File: src/rtl/multicycle_control.sv
// Sequencing FSM for the multicycle LEGv8 datapath: FETCH/DECODE/EXEC/MEM/WB with
// variable-latency memory handshakes, illegal-opcode and memory-timeout traps.
module multicycle_control #(
  parameter int unsigned MEM_TIMEOUT = 16
) (
  input  logic        CLK,
  input  logic        reset,
  input  logic [10:0] opcode,
  input  logic        imem_ready,
  input  logic        dmem_ready,
  output logic        imem_req,
  output logic        ir_write,
  output logic        pc_write,
  output logic        reg2loc,
  output logic        alusrc,
  output logic        mem2reg,
  output logic        regwrite,
  output logic        memread,
  output logic        memwrite,
  output logic        branch,
  output logic        uncond_branch,
  output logic [3:0]  aluop,
  output logic [1:0]  signop,
  output logic [2:0]  state,
  output logic        trap,
  output logic [1:0]  trap_cause
);

  localparam int unsigned CNT_W = (MEM_TIMEOUT > 1) ? $clog2(MEM_TIMEOUT) : 1;
  localparam logic [CNT_W-1:0] CNT_MAX = CNT_W'(MEM_TIMEOUT - 1);
  localparam logic TIMEOUT_EN = (MEM_TIMEOUT != 0);

  typedef enum logic [2:0] {
    S_FETCH  = 3'd0,
    S_DECODE = 3'd1,
    S_EXEC   = 3'd2,
    S_MEM    = 3'd3,
    S_WB     = 3'd4,
    S_TRAP   = 3'd5
  } state_t;

  typedef enum logic [3:0] {
    C_NONE, C_AND, C_ORR, C_ADD, C_SUB, C_ADDI, C_SUBI,
    C_MOVZ, C_B, C_CBZ, C_LDUR, C_STUR
  } cls_t;

  state_t           state_q, state_next;
  cls_t             cls_q, cls_dec;
  logic [CNT_W-1:0] cnt_q;
  logic [1:0]       cause_q, cause_next;
  logic             wait_low, timeout_hit;
  logic             f_reg2loc, f_alusrc, f_mem2reg;
  logic [3:0]       f_aluop;
  logic [1:0]       f_signop;

  assign state       = state_q;
  assign wait_low    = ((state_q == S_FETCH) && !imem_ready) || ((state_q == S_MEM) && !dmem_ready);
  assign timeout_hit = TIMEOUT_EN && (cnt_q == CNT_MAX);

  // Opcode classification; first matching pattern wins
  always_comb begin
    cls_dec = C_NONE;
    casez (opcode)
      11'b?0001010???: cls_dec = C_AND;
      11'b?0101010???: cls_dec = C_ORR;
      11'b?0?01011???: cls_dec = C_ADD;
      11'b?1?01011???: cls_dec = C_SUB;
      11'b?0?10001???: cls_dec = C_ADDI;
      11'b?1?10001???: cls_dec = C_SUBI;
      11'b110100101??: cls_dec = C_MOVZ;
      11'b?00101?????: cls_dec = C_B;
      11'b?011010????: cls_dec = C_CBZ;
      11'b??111000010: cls_dec = C_LDUR;
      11'b??111000000: cls_dec = C_STUR;
      default:         cls_dec = C_NONE;
    endcase
  end

  // Datapath fields implied by the latched instruction class
  always_comb begin
    f_reg2loc = 1'b0;
    f_alusrc  = 1'b0;
    f_mem2reg = 1'b0;
    f_aluop   = 4'b0000;
    f_signop  = 2'b00;
    case (cls_q)
      C_ORR:  f_aluop = 4'b0001;
      C_ADD:  f_aluop = 4'b0010;
      C_SUB:  f_aluop = 4'b0110;
      C_ADDI: begin f_aluop = 4'b0010; f_signop = 2'b01; f_alusrc = 1'b1; end
      C_SUBI: begin f_aluop = 4'b0110; f_signop = 2'b01; f_alusrc = 1'b1; end
      C_MOVZ: begin f_aluop = 4'b1000; f_signop = 2'b10; f_alusrc = 1'b1; end
      C_B:    f_signop = 2'b11;
      C_CBZ:  begin f_aluop = 4'b1001; f_signop = 2'b11; f_reg2loc = 1'b1; end
      C_LDUR: begin f_aluop = 4'b0010; f_alusrc = 1'b1; f_mem2reg = 1'b1; end
      C_STUR: begin f_aluop = 4'b0010; f_alusrc = 1'b1; f_reg2loc = 1'b1; end
      default: ;
    endcase
  end

  always_ff @(posedge CLK) begin
    if (reset) begin
      state_q <= S_FETCH;
      cls_q   <= C_NONE;
      cnt_q   <= '0;
      cause_q <= 2'b00;
    end else begin
      state_q <= state_next;
      cause_q <= cause_next;
      if (state_q == S_DECODE) cls_q <= cls_dec;
      if (state_next != state_q) cnt_q <= '0;
      else if (wait_low)         cnt_q <= cnt_q + CNT_W'(1);
    end
  end

  // Next state and control outputs; reset forces every output low
  always_comb begin
    state_next    = state_q;
    cause_next    = cause_q;
    imem_req      = 1'b0;
    ir_write      = 1'b0;
    pc_write      = 1'b0;
    regwrite      = 1'b0;
    memread       = 1'b0;
    memwrite      = 1'b0;
    branch        = 1'b0;
    uncond_branch = 1'b0;
    reg2loc       = 1'b0;
    alusrc        = 1'b0;
    mem2reg       = 1'b0;
    aluop         = 4'b0000;
    signop        = 2'b00;
    trap          = 1'b0;
    trap_cause    = 2'b00;
    if (reset) begin
      state_next = S_FETCH;
      cause_next = 2'b00;
    end else begin
      if (state_q inside {S_EXEC, S_MEM, S_WB}) begin
        reg2loc = f_reg2loc;
        alusrc  = f_alusrc;
        mem2reg = f_mem2reg;
        aluop   = f_aluop;
        signop  = f_signop;
      end
      case (state_q)
        S_FETCH: begin
          imem_req = 1'b1;
          if (imem_ready) begin
            ir_write   = 1'b1;
            state_next = S_DECODE;
          end else if (timeout_hit) begin
            state_next = S_TRAP;
            cause_next = 2'b10;
          end
        end
        S_DECODE: begin
          if (cls_dec == C_NONE) begin
            state_next = S_TRAP;
            cause_next = 2'b01;
          end else begin
            state_next = S_EXEC;
          end
        end
        S_EXEC: begin
          case (cls_q)
            C_B:          begin pc_write = 1'b1; uncond_branch = 1'b1; state_next = S_FETCH; end
            C_CBZ:        begin pc_write = 1'b1; branch = 1'b1; state_next = S_FETCH; end
            C_LDUR, C_STUR: state_next = S_MEM;
            default:      state_next = S_WB;
          endcase
        end
        S_MEM: begin
          memread  = (cls_q == C_LDUR);
          memwrite = (cls_q == C_STUR);
          if (dmem_ready) begin
            if (cls_q == C_STUR) begin
              pc_write   = 1'b1;
              state_next = S_FETCH;
            end else begin
              state_next = S_WB;
            end
          end else if (timeout_hit) begin
            state_next = S_TRAP;
            cause_next = 2'b10;
          end
        end
        S_WB: begin
          regwrite   = 1'b1;
          pc_write   = 1'b1;
          state_next = S_FETCH;
        end
        S_TRAP: begin
          trap       = 1'b1;
          trap_cause = cause_q;
        end
        default: state_next = S_FETCH;
      endcase
    end
  end

endmodule
File: config.mk
export PLATFORM = sky130hd
export DESIGN_NAME = multicycle_control
export DESIGN_NICKNAME = d
export VERILOG_FILES = /design/src/rtl/multicycle_control.sv
export SDC_FILE = /design/constraint.sdc
export NUM_CORES = 1
export LEC_CHECK = 0
export CORE_ASPECT_RATIO = 0.8
export CORE_UTILIZATION = 49
export CTS_CLUSTER_SIZE = 14
export DETAILED_ROUTE_END_ITERATION = 8
export PLACE_DENSITY = 0.86
export SLEW_MARGIN = 30
export SYNTH_ARGS = -nofsm -noshare
export SYNTH_HDL_FRONTEND = slang
export SYNTH_SLANG_ARGS = --single-unit
File: constraint.sdc
create_clock -name CLK -period 4.9 [get_ports CLK]
set_clock_uncertainty 0.1 [all_clocks]
set_input_delay 0.735 -clock CLK [delete_from_list [all_inputs] [get_ports CLK]]
set_output_delay 0.735 -clock CLK [all_outputs]
set_load 0.01 [all_outputs]
==> flow_summary.yaml, run 1 <==
status:
  outcome: "finished clean"
timing:
  worstMarginPinSlew_ns: 0.6186
  finalCritPeriodShare_pct: 71.48
  max_freq_ghz: 0.2855
  hold_slack_ns: 0.3953
  hold_viol: 0
  finalSetupTns_ns: 0
  min_period_ns: 3.503
  max_slew_margin_pct: 58.70
  setup_viol: 0
  slew_violations: 0
  rsz0062_at_grt: "false"
drt:
  wire_per_inst_um: 13.06
  drt_iter0_markers: 66
  ant_nets: 0
  num_vias: 1310
  vias_per_cell: 5.928
  routed_wl_mm: 2.886
  drcViolationCount: 0
  drt_pass1_iterations: 4
critical_path:
  rr_startpoint: "state[0]$_SDFF_PP0_"
  arrival_ns: 2.67
  path_class: "input port to output port"
  critPathCaptureType: "output port"
  max_stage_delay_ns: 0.66
  crit_fanout: 15
  reg2reg_depth: 5
  crit_required_ns: 4.07
  crit_chain: "clkdlybuf4s50_1, nor2_1, nand3_1, nor4_1, clkdlybuf4s50_1"
  start_kind: "input port"
  reg2reg_slack_ns: 2.80
  rr_endpoint: "state[2]$_SDFF_PP0_"
  cpMostUsedCell: "clkdlybuf4s50_1"
  cp_slowest_cell: "clkdlybuf4s50_1"
global_route:
  antenna_found_initial: 0
  gr-total-overflow: 0
  grt_pass1_wl_mm: 4.754
  track_usage_pct: 23.52
  grt_max_degree: 20
  grt_pass1_vias: 1074
final_layout:
  final_area_mm2: 0.001523
  num_antenna_cells: 0
  layout_commonest_cell: "clkdlybuf4s50_1"
  area_growth_pct: 34.77
  layout_common_cells: "37 x clkdlybuf4s50_1, 30 x nor2_1, 14 x a21oi_1, 13 x dfxtp_1"
  final-seq-area_um2: 260.3
  fin_nets: 213
  layout.cells.non_filler: 221
  drive_gt1_share_pct: 5.102
  fillers: 195
  multi_input_area_um2: 823.3
clock_tree:
  htree_levels: 1
  path_clk_slew_ns: 0.07
  cts.repair.resized: 0
  clk_latency_ns: 0.27
  post_cts_buffers: 0
  cts_tree: "yes"
  postCtsHoldBufs: 0
  clock_sinks: 13
  clockRootBuffer: "clkbuf_4"
  numCtsBuffers: 3
  clock_path_buffers: 2
power:
  clockPowerShare_pct: 21.8
  power_density_mw_per_mm2: 190.6
  p_switching_uw: 100.2
  p_leak_uw: 0.0005021
  swShare_pct: 34.52
  comb_power_share_pct: 32.5
  worst_ir_drop_vdd_mv: 0.1670
  internal_power_uw: 190.0
  seq_power_share_pct: 45.8
yosys:
  syn_nets: 179
  synth_top_area_share_pct: 23.03
  ys_warn_count: 0
  synth_edf_count: 0
  synthFlopType: "dfxtp_1"
  synth.avg_cell_area_um2: 6.931
  async_flop_share_pct: 0
  synth_area_leaders: "dfxtp_1 23%, nor2_1 10%, a21oi_1 6.2%"
  synthCells: 163
  yosys.area.top_type: "dfxtp_1"
  synth-seq-cells: 13
  ys_types: 46
  yosysSeqAreaShare_pct: 23.03
  syn-cell-area_mm2: 0.001130
place:
  dpl.cell_count: 217
  place_area_mm2: 0.001496
  place.detailed.hpwl_mm: 2.246
  routabilityCongestion: 0.8455
  port_buffers: 37
floorplan:
  initial_utilization_pct: 52.35
  core_area_mm2: 0.002158
  die_area_mm2: 0.002503
  die_h_um: 44.95
  ios: 38
  die_x_um: 55.69
  rows: 15
hold_path:
  hold_end: "cnt_q[1]$_SDFFE_PP0P_"
  hp-class: "flop to flop"
  hold_depth: 2
  min_from: "cnt_q[1]$_SDFFE_PP0P_"
flow_run:
  cap_viol_max_count: 0
## Yosys cell counts (2+ instances only)
cell      instances
a211oi_1          3
a21o_1            3
a21oi_1          14
a221o_1           2
a31oi_1           3
a41oi_1           2
and2_1            3
and3_1            2
clkbuf_1          6
dfxtp_1          13
inv_1             3
nand2_1          10
nand2b_1          5
nand3_1           5
nand3b_1          3
nand4_1           4
nor2_1           30
nor2b_1           4
nor3_1           10
nor4_1            4
o21ai_0           4
or3_1             2
or3b_1            2
xor2_1            4
## logic make-up (layout without fill, tap and decap cells)
logic type | Yosys count | count (layout) | share of synthesized area, %
DFF | 13 | 13 | 23.03
adders and majority gates | 1 | 1 | 1.107
and+or+nand+nor | 92 | 92 | 42.97
buffers and inverters | 11 | 44 | 4.097
AOI/OAI and AO/OA | 41 | 41 | 24.92
xor gates and xnor gates | 5 | 5 | 3.876
## routing by layer
layer	routed length (µm)	vias up	global-route usage, %
met5	0	-	0
met4	0	0	7.500
met3	220	0	0.8596
met2	1375	66	42.65
met1	1289	577	31.06
li1	-	667	-
## power by group through the flow
| stage | combinational, µW | sequential, µW | clock (µW) |
|---|---|---|---|
| after floorplan | 69.5 | 123 | 0 |
| after global placement | 89.8 | 135 | 0 |
| after detailed placement | 92.7 | 135 | 0 |
| after CTS | 93.3 | 132 | 64.1 |
| after global routing | 104 | 136 | 70.8 |
| final | 94.2 | 133 | 63.2 |
## per-stage QoR
step                      setup WS, ns  power [µW]  utilization, %
after floorplan                  2.529       192.5               -
after detailed placement         1.388       227.8           69.33
after global routing             1.201       310.0           70.55
after global placement           1.476       224.4           69.33
after CTS                        1.386       289.8           70.55
final                            1.398       290.2           70.55
## worst max-delay path by stage
stage	startpoint	endpoint	cells past startpoint
after floorplan	reset	trap_cause[0]	3
after global placement	reset	mem2reg	4
after detailed placement	reset	uncond_branch	5
after CTS	reset	uncond_branch	5
after global routing	reset	uncond_branch	5
final	reset	uncond_branch	5
## critical path, delay by kind of cell
kind,cells,cell delay [ns]
simple gates,3,0.68
buf+inv,2,1.25
## registers in the layout, indices dropped and copies added (netlist names)
name / cells
cls_q: 4
cnt_q: 4
state: 3
cause_q: 2
## final cells by class
class | count | share of cell area (%)
Sequential cell | 13 | 17.09
Inverter | 3 | 0.7395
Timing Repair Buffer | 37 | 24.32
Multi-Input combinational cell | 139 | 54.07
Clock buffer | 4 | 1.726
Tap cell | 25 | 2.054
Power figures use the tool's default switching activity.
==> run 2: changes to the inputs <==
Settings changed: CORE_UTILIZATION 49 to 41, PLACE_DENSITY 0.86 to 0.77.
Clock period 4.9 ns to 3 ns, I/O delays scaled along.
==> flow_summary.yaml, run 2 (same netlist as run 1, synthesis figures left out) <==
final_layout:
  layout_commonest_cell: "clkdlybuf4s50_1"
  layout_common_cells: "37 x clkdlybuf4s50_1, 30 x nor2_1, 14 x a21oi_1, 13 x dfxtp_1"
  final_area_mm2: 0.001582
  fin_nets: 219
  drive_gt1_share_pct: 7.921
  num_antenna_cells: 0
  area_growth_pct: 39.98
timing:
  hold_viol: 0
  finalCritPeriodShare_pct: 91.25
  hold_slack_ns: 0.3919
  slew_violations: 0
  worstMarginPinSlew_ns: 0.5298
  setup_viol: 0
  max_freq_ghz: 0.3653
  max_slew_margin_pct: 64.63
  rsz0062_at_grt: "false"
  finalSetupTns_ns: 0
  min_period_ns: 2.738
  finalWorstSetupSlack_ns: 0.2625
global_route:
  grt_max_degree: 17
  track_usage_pct: 21.83
  grt_pass1_vias: 1206
  antenna_found_initial: 0
  grt_pass1_wl_mm: 5.043
  gr-total-overflow: 0
drt:
  wire_per_inst_um: 12.48
  num_vias: 1330
  drcViolationCount: 0
  routed_wl_mm: 2.971
  drt_iter0_markers: 68
  ant_nets: 0
  drt_pass1_iterations: 5
  vias_per_cell: 5.588
clock_tree:
  cts_tree: "yes"
  post_cts_buffers: 0
  path_clk_slew_ns: 0.07
  numCtsBuffers: 3
  htree_levels: 1
  clockRootBuffer: "clkbuf_4"
  clock_path_buffers: 2
  clock_sinks: 13
  cts.repair.resized: 0
  clk_latency_ns: 0.27
  postCtsHoldBufs: 0
critical_path:
  worst-path-buf-inv: 2
  cp-startpoint: "state[0]$_SDFF_PP0_"
  cp_slowest_cell: "clkdlybuf4s50_1"
  arrival_ns: 2.19
  crit_required_ns: 2.45
  reg2reg_slack_ns: 1.09
  max_stage_delay_ns: 0.56
  rr_startpoint: "state[2]$_SDFF_PP0_"
  start_kind: "flop"
  crit_chain: "buf_4, nor2_1, a21oi_1, or2_1, nor3_1, clkdlybuf4s50_1"
  path_class: "flop to output port"
  crit_fanout: 11
  critPathCaptureType: "output port"
  critPathTopFamily: "buffers and inverters"
power:
  power_density_mw_per_mm2: 306.1
  p_leak_uw: 0.0005321
  worst_ir_drop_vdd_mv: 0.1338
place:
  place.detailed.hpwl_mm: 2.342
  routabilityCongestion: 0.8408
  port_buffers: 37
  place_area_mm2: 0.001555
  post-place-ws_ns: 0.2887
floorplan:
  die_h_um: 48.95
  die_x_um: 60.69
  rows: 16
  core_area_mm2: 0.002522
  initial_utilization_pct: 44.79
  die_area_mm2: 0.002971
  ios: 38
flow_run:
  cap_viol_max_count: 0
hold_path:
  hp-class: "flop to flop"
  min_from: "cnt_q[1]$_SDFFE_PP0P_"
status:
  outcome: "finished clean"
[run 2: cell types whose count changed in the layout (fill, tap and decap cells not counted)]
cell / previous run / this run
buf_4: 0 / 6
[run 2: final timing paths]
check                          end  depth (start not counted)
max                       aluop[3]                          6
min          cnt_q[1]$_SDFFE_PP0P_                          2
max reg2reg  cnt_q[0]$_SDFFE_PP0P_                          6
min reg2reg  cnt_q[1]$_SDFFE_PP0P_                          2
[run 2: per-layer routing]
| metal | vias to the layer above | routed length, µm | global-route usage [%] |
|---|---|---|---|
| met5 | - | 0 | 0 |
| li1 | 677 | - | - |
| met2 | 65 | 1329 | 36.08 |
| met4 | 0 | 42 | 8.712 |
| met1 | 584 | 1361 | 27.87 |
| met3 | 4 | 237 | 3.448 |
[run 2: final cells by class]
type / instances / area [µm²]
Clock buffer: 4 / 26.28
Timing Repair Buffer: 43 / 415.4
Inverter: 3 / 11.26
Multi-Input combinational cell: 139 / 823.3
Sequential cell: 13 / 260.3
Fill cell: 244 / 940.9
Tap cell: 36 / 45.04
[run 2: tightest hold or removal path: stages (launching register included)]
cell and delay [ns]:
dfxtp_1 0.33, nand2_1 0.06, a21oi_1 0.06
[run 2: power breakdown]
| part | total (µW) | switching [µW] | internal (µW) |
|---|---|---|---|
| Clock | 105 | 53.6 | 51.5 |
| Combinational | 169 | 88.1 | 81.2 |
| Sequential | 210 | 24.6 | 185 |
| Total | 484 | 166 | 318 |
[run 2: through the flow]
stage / power, µW / util (%) / instances
after floorplan: 314.4 / - / 163
after global placement: 376.2 / 61.66 / 234
after detailed placement: 381.6 / 61.66 / 234
after CTS: 488.1 / 62.70 / 238
after global routing: 516.2 / 62.70 / 238
final: 484.2 / 62.70 / 238
